**src/rtl/hilo_muldiv_unit.sv**
```systemverilog
// Multi-cycle unsigned MULTU/DIVU unit with architectural HI/LO registers.
// It also handles MTHI/MTLO, and its HI/LO outputs feed the MFHI/MFLO path.
module hilo_muldiv_unit #(
  parameter int WIDTH = 32,
  parameter int CNT_W = 6
) (
  input  logic             clk,
  input  logic             rst,
  input  logic             md_start,
  input  logic [1:0]       md_op,
  input  logic [WIDTH-1:0] md_a,
  input  logic [WIDTH-1:0] md_b,
  output logic             md_busy,
  output logic             md_done,
  output logic             md_div_by_zero,
  output logic [WIDTH-1:0] md_hi,
  output logic [WIDTH-1:0] md_lo
);

  typedef enum logic [1:0] {IDLE, RUN, DONE} state_t;

  localparam logic [1:0]       OP_DIVU   = 2'b01;
  localparam logic [1:0]       OP_MTHI   = 2'b10;
  localparam logic [1:0]       OP_MTLO   = 2'b11;
  localparam logic [CNT_W-1:0] LAST_ITER = CNT_W'(WIDTH - 1);

  state_t             state;
  logic [CNT_W-1:0]   iter_cnt;
  logic               is_div;
  logic [WIDTH-1:0]   opnd;
  logic [2*WIDTH-1:0] acc;

  logic [2*WIDTH-1:0] acc_next;
  logic [WIDTH-1:0]   addend;
  logic [WIDTH:0]     mul_sum;
  logic [WIDTH:0]     rem_shift;
  logic [WIDTH:0]     rem_diff;

  // acc holds {partial product, remaining multiplier} for MULTU and
  // {partial remainder, dividend/quotient} for DIVU; opnd is multiplicand or divisor.
  always_comb begin
    addend    = acc[0] ? opnd : '0;
    mul_sum   = {1'b0, acc[2*WIDTH-1:WIDTH]} + {1'b0, addend};
    rem_shift = acc[2*WIDTH-1:WIDTH-1];
    rem_diff  = rem_shift - {1'b0, opnd};
    acc_next  = {mul_sum, acc[WIDTH-1:1]};
    if (is_div) begin
      if (rem_shift >= {1'b0, opnd})
        acc_next = {rem_diff[WIDTH-1:0], acc[WIDTH-2:0], 1'b1};
      else
        acc_next = {rem_shift[WIDTH-1:0], acc[WIDTH-2:0], 1'b0};
    end
  end

  always_ff @(posedge clk) begin
    if (rst) begin
      state          <= IDLE;
      iter_cnt       <= '0;
      is_div         <= 1'b0;
      opnd           <= '0;
      acc            <= '0;
      md_busy        <= 1'b0;
      md_done        <= 1'b0;
      md_div_by_zero <= 1'b0;
      md_hi          <= '0;
      md_lo          <= '0;
    end else begin
      case (state)
        IDLE: begin
          md_done <= 1'b0;
          if (md_start) begin
            case (md_op)
              OP_MTHI: md_hi <= md_a;
              OP_MTLO: md_lo <= md_a;
              default: begin
                state          <= RUN;
                md_busy        <= 1'b1;
                md_div_by_zero <= 1'b0;
                iter_cnt       <= '0;
                is_div         <= (md_op == OP_DIVU);
                opnd           <= (md_op == OP_DIVU) ? md_b : md_a;
                acc            <= {{WIDTH{1'b0}}, (md_op == OP_DIVU) ? md_a : md_b};
              end
            endcase
          end
        end
        // A zero divisor needs no special path: every trial subtraction
        // succeeds, giving an all-ones quotient and the dividend as remainder.
        RUN: begin
          acc      <= acc_next;
          iter_cnt <= iter_cnt + CNT_W'(1);
          if (iter_cnt == LAST_ITER) begin
            state          <= DONE;
            md_busy        <= 1'b0;
            md_done        <= 1'b1;
            md_hi          <= acc_next[2*WIDTH-1:WIDTH];
            md_lo          <= acc_next[WIDTH-1:0];
            md_div_by_zero <= is_div && (opnd == '0);
          end
        end
        DONE: begin
          md_done <= 1'b0;
          state   <= IDLE;
        end
        default: state <= IDLE;
      endcase
    end
  end

endmodule

```
**config.mk**
```make
export PLATFORM = sky130hd
export DESIGN_NAME = hilo_muldiv_unit
export DESIGN_NICKNAME = d
export VERILOG_FILES = /design/src/rtl/hilo_muldiv_unit.sv
export SDC_FILE = /design/constraint.sdc
export NUM_CORES = 1
export LEC_CHECK = 0
export CAP_MARGIN = 30
export CORE_MARGIN = 10
export CORE_UTILIZATION = 62
export DETAILED_ROUTE_END_ITERATION = 10
export PLACE_DENSITY = 0.95
export SYNTH_ARGS = -nofsm -noshare
export SYNTH_HDL_FRONTEND = slang
export SYNTH_SLANG_ARGS = --single-unit
```
**constraint.sdc**
```tcl
create_clock -name clk -period 5.5 [get_ports clk]
set_input_delay 1.1 -clock clk [delete_from_list [all_inputs] [get_ports clk]]
set_output_delay 1.1 -clock clk [all_outputs]
set_load 0.02 [all_outputs]
```
; ---- Word-level counts from Yosys, hierarchy flattened
; Cells that the tools add are included.
[op_classes]
reduce_logical = 14
n_bitwise = 1
div = 0
n_eq_ne = 11
magnitude_cmp = 1
muxes = 33
n_shift = 0
multipliers = 0
n_addsub = 3
[op_table]
columns = operator, n
row1 = $mux 32, 9
row2 = $mux 64, 4
row3 = $pmux 32 s2, 2
row4 = $pmux 64 s2, 1
row5 = $add 32x32->33, 1
row6 = $ge 33x32->1, 1
row7 = $logic_not 32->1, 1
row8 = $sub 32x32->32, 1
row9 = $mux 6, 2
row10 = $pmux 6 s2, 1
row11 = $reduce_and 4->1, 3
row12 = $reduce_and 3->1, 3
row13 = $mux 1, 7
row14 = $add 6x1->6 const B, 1
row15 = $eq 2x2->1 const B, 3
row16 = $eq 6x5->1 const B, 1
row17 = $mux 2, 3
row18 = $ne 2x2->1 const B, 3
row19 = $pmux 1 s2, 3
row20 = $eq 2x1->1 const B, 2
row21 = $ne 2x1->1 const B, 2
row22 = $pmux 2 s2, 1
row23 = $reduce_bool 2->1, 2
row24 = $reduce_or 2->1, 2
row25 = 4 further kinds, 4
[word_totals]
wordCells = 73
output_inout_bits = 67
latchBits = 0
inputBits = 69
ff_bits = 172
mem_bits_ro = 0
n_memories = 0
mem_bits_rw = 0

; ---- Depth between registers and ports, before layout
[logic_depth]
ltp_word = 5
mapped_depth = 14
depth_no_buf = 14

; ---- Worst setup path before layout
; Ideal clock, no wire load.
[synth_path]
path_type = register -> register
startpoint = register acc[31]
endpoint = register md_hi[28]
slack_ns = 2.392
n_path_buf = 0
arrival_time_ns = 3.038
setup_ns = 0.070
period_less_slack_ns = 3.108
t_required_ns = 5.430
stages_incl_launch_ff = 15
path_cell_list = dfxtp_1 > inv_1 > ha_1 > inv_1 > fa_1 > a21oi_1 > o211ai_1 > a221o_1 > a211oi_2 > o21ai_1 > or4b_1 > o211a_1 > a211oi_1 > a31oi_1 > a21oi_1
[synth_between]
elab_chain_cells = 5
elab_cells_between_ends = 6
classes_between = add/sub (1) / order compare (1) / mux (4)
[synth_lines]
columns = element, line
row1 = start: declaration, 31  ; logic [2*WIDTH-1:0] acc;
row2 = start signal: assignment, 82  ; acc <= {{WIDTH{1'b0}}, (md_op == OP_DIVU) ? md_a : md_b};
row3 = start signal: assignment, 90  ; acc <= acc_next;
row4 = $sub 32x32->32 or $ge 33x32->1 (tied branches), "45, 48"
row5 = $mux 64 (*), 48  ; if (rem_shift >= {1'b0, opnd})
row6 = $mux 64 (*), 47  ; if (is_div) begin
row7 = $mux 32 (*), 92  ; if (iter_cnt == LAST_ITER) begin
row8 = $pmux 32 s2 (*), 68  ; case (state)
row9 = end signal: assignment, 73  ; OP_MTHI: md_hi <= md_a;
row10 = end signal: assignment, 96  ; md_hi <= acc_next[2*WIDTH-1:WIDTH];
row11 = end: declaration, 16  ; output logic [WIDTH-1:0] md_hi,
; Every way passes the cells marked *; elsewhere a longest branch is shown, timed or not. The select of a mux whose other input is x is not followed.
; A chain may end at the register's enable or synchronous reset.

; ---- Final worst setup path
[layout_path]
startpoint = register opnd[16]
endpoint = register md_hi[5]
[layout_between]
elab_chain_cells = 5
[layout_lines]
columns = element, line
row1 = start: declaration, 30  ; logic [WIDTH-1:0] opnd;
row2 = start signal: assignment, 81  ; opnd <= (md_op == OP_DIVU) ? md_b : md_a;
row3 = $ge 33x32->1, 48
row4 = $mux 64, 48
row5 = $mux 64, 47
row6 = $mux 32, 92
row7 = $pmux 32 s2, 68
; No other way between the ends. The select of a mux whose other input is x is not followed.

==> qor.txt <==
setup violators final: 0
CP endpoint: md_hi[5]
die height: 157.6 um
wire length per cell: 23.54 um
worst reg2reg path depth: 12
layout cells sized above 1: 4.268%
sequential power share: 39.7%
compound-cell area share of the yosys netlist: 31.00%
Clock Power Share: 34.6%
Slew @ Worst Pin: 1.080 ns
Net Sw Power: 1178 uW
Reg clk slew, reported paths: 0.07 ns
Setup crit start: opnd[16]
worst vdd ir: 0.0002961 V
post-synthesis adder-cell area fraction: 7.268%
Worst Path Arrival: 4.35 ns
initial antenna violation count: 0
Synth Net Count: 1,713
Startpoint Class: flop
yosys warns: 0
XOR/XNOR Fraction of Synth Area: 3.954%
Root Driver: clkbuf_16
CP Max Fanout: 46
kind of critical path: reg -> reg
Starting Density: 62.98%
Final Hold Fails: 0
# port buffers: 135
n_diodes: 0
largest net degree at the start of global routing: 93
htree depth: 4
post-synth top area cell: dfxtp_1
worst hold path class: reg -> reg
CTS resizes: 0
total number of vias: 13,390
reg-to-reg critical path startpoint: opnd[16]
Power Dens Cells: 252.4 mW/mm^2
RR Endpoint: md_hi[5]
synth-to-layout area growth: 16.70%
Yosys top cell area share: 29.33%
Int Power: 2280 uW
TritonCTS Sinks: 172
status: complete, no violations
row count: 50
Placed Instances: 1,841
Tcrit/Tclk final: 73.65%
Critical Path RT: 5.80 ns
leak pwr: 0.005335 uW
Clock Latency Late Sink: 0.45 ns
#FFs+latches synth: 172
maximum clock rate: 0.2469 GHz
Fin Clk Skew: 0.007589 ns
number of global-route vias before repair: 12,430
CTS Hold Buffers Added: 0
max-cap viol count: 0
final std cells w/o fill: 1,874
drt via density: 7.147
Final #Nets: 1,763
gr usage total: 33.71%
I/O pins: 136
Gate power share: 25.7%
post-route ant nets: 0
ranking of synthesized cells by area: dfxtp_1, a21oi_1, ha_1, nand2_1, nor2_1
first-pass GRT wire length: 66,920 um
Post-Route WL: 44,110 um
multiplexer share of the synthesized area: 1.822%
post-synth cell types: 71
Pre-antenna DRT Iters: 7
Placeable Area: 0.01864 mm^2
Slew Viols, Final: 0
reg-to-reg slack, setup: 1.45 ns
fin crit period: 4.051 ns
Setup crit end kind: flop
Mapped Area: 0.01174 mm^2
Starting DRT DRC Count: 1,947
main combinational cell family by area after synthesis: compound AO/OA/AOI/OAI gates
worst hold path cell count: 2
Synth Instances: 1,577
gr ovfl total: 0
unrepaired setup endpoints after global routing: false
number of post-CTS setup repair buffers: 0
Max Buffers Root-to-Sink: 2
ys flop type: dfxtp_1
Die ar.: 0.02484 mm^2
# fillers: 1,364
Slew HR: 27.83%
syn avg cell area: 7.445 um^2
Die W: 157.6 um
HPWL after DPL: 30,580 um
FFs w/ async S/R, synth: 0%
CTS Buf Count: 17
EDFF count, synth: 0
setup tns final: 0 ns
CTS tree: done
sequential area share after synthesis: 29.33%
sw frac: 34.05%
Post-Synth Simple-Gate Area: 20.73%
Remaining DRCs: 0
Placer Congestion: 1.011
worst min-delay path by stage:
stage	slack, ns	start	endpoint
5_1_grt	0.51	md_hi[9]	md_hi[9]
2_1_floorplan	0.44	iter_cnt[3]	iter_cnt[3]
3_5_place_dp	0.47	md_hi[9]	md_hi[9]
3_3_place_gp	0.44	md_hi[9]	md_hi[9]
6_report	0.48	md_hi[9]	md_hi[9]
4_1_cts	0.48	iter_cnt[3]	iter_cnt[3]
Yosys cell counts, drive strengths merged, types with 10 or more instances:
cell and number:
a21oi 217, nand2 175, dfxtp 172, nor2 165, clkbuf 109, a211oi 79
o21ai 77, and2 65, ha 65, inv 53, a221oi 33, xnor2 33
a311oi 31, nand3 31, a21o 23, o31a 22, xor2 20, nor3 19
a31oi 18, mux2i 18, nand4 16, buf 13, nor4 11, o211ai 10
worst max-delay path: stages, from the launching register on:
cell	delay [ns]
dfxtp_1	0.38
inv_1	0.10
ha_1	0.42
a21oi_1	0.27
o21ai_1	0.15
a221o_1	0.42
a221o_1	0.39
o31ai_4	0.43
nand2_4	0.44
mux2_1	0.49
a21oi_2	0.18
a211o_1	0.14
a21oi_1	0.06
metrics by stage:
stage	utilization, %	instance area (um^2)	worst slack [ns]	total power, uW	hold WS [ns]
final	73.50	13700	1.449	3458	0.4821
after global routing	73.50	13700	1.276	3563	0.5098
after CTS	73.35	13670	1.537	3404	0.4816
after detailed placement	70.32	13110	1.594	2234	0.4694
after global placement	70.01	13050	1.648	2212	0.4435
after floorplan	-	11740	2.392	1946	0.4439
layer usage:
| metal | track usage (%) | vias to the layer above | wire, um |
|---|---|---|---|
| met5 | 0 | - | 0 |
| met4 | 19.63 | 0 | 3197 |
| met3 | 6.947 | 292 | 4933 |
| met2 | 55.84 | 1087 | 20050 |
| met1 | 39.67 | 6155 | 15930 |
| li1 | - | 5860 | - |
layout make-up:
type | instances | area [um^2] | share of cell area, %
inverters | 55 | 206.4 | 1.507
well taps | 234 | 292.8 | 2.137
multi-input cells | 1228 | 7641 | 55.77
repair buffers | 153 | 1553 | 11.33
flip-flops and latches | 172 | 3445 | 25.14
clock buffers | 18 | 429.2 | 3.132
clock inverters | 14 | 135.1 | 0.9862
sequential cells by signal, summed over array words and instances, names as in the netlist:
name,cells
md_busy,1
is_div,1
acc,64
md_hi,32
md_done,1
md_lo,32
opnd,32
state,2
md_div_by_zero,1
iter_cnt,6
power groups by stage:
stage | registers [uW] | clock network [uW] | logic [uW]
after floorplan | 1400 | 0 | 549
after global placement | 1390 | 0 | 822
after detailed placement | 1390 | 0 | 842
after CTS | 1370 | 1180 | 855
after global routing | 1380 | 1240 | 944
final | 1370 | 1200 | 888
cells in the final DEF (no fill, tap or decap), drive strengths merged, types with 6 or more instances in the layout:
| cell | synthesis | final |
|---|---|---|
| clkinv | 2 | 6 |
| xnor2 | 33 | 33 |
| o211ai | 10 | 10 |
| nand2b | 6 | 6 |
| and2 | 65 | 65 |
| and3 | 6 | 6 |
| mux2i | 18 | 18 |
| a311oi | 31 | 31 |
| clkdlybuf4s50 | 0 | 134 |
| a211o | 6 | 6 |
| a21oi | 217 | 217 |
| a211oi | 79 | 79 |
| and4 | 8 | 8 |
| inv | 53 | 59 |
| nand3 | 31 | 31 |
| o21ai | 77 | 77 |
| ha | 65 | 65 |
| dfxtp | 172 | 172 |
| a31oi | 18 | 18 |
| nand4 | 16 | 16 |
| buf | 13 | 19 |
| nand2 | 175 | 175 |
| o31a | 22 | 22 |
| clkbuf | 109 | 18 |
| nor2 | 165 | 165 |
| a221oi | 33 | 33 |
| nor3 | 19 | 19 |
| nor4 | 11 | 11 |
| xor2 | 20 | 20 |
| a21o | 23 | 23 |
| or3 | 7 | 7 |
kinds of logic (layout without fill, tap and decap cells):
kind of cell               count (synthesis)  in the layout
adders and majority gates                 67             67
xor gates and xnor gates                  53             53
buffers and inverters                    177            240
AOI/OAI and AO/OA                        560            560
muxes                                     21             21
and+or+nand+nor                          527            527
DFF                                      172            172
(Power assumes the default switching activity.)
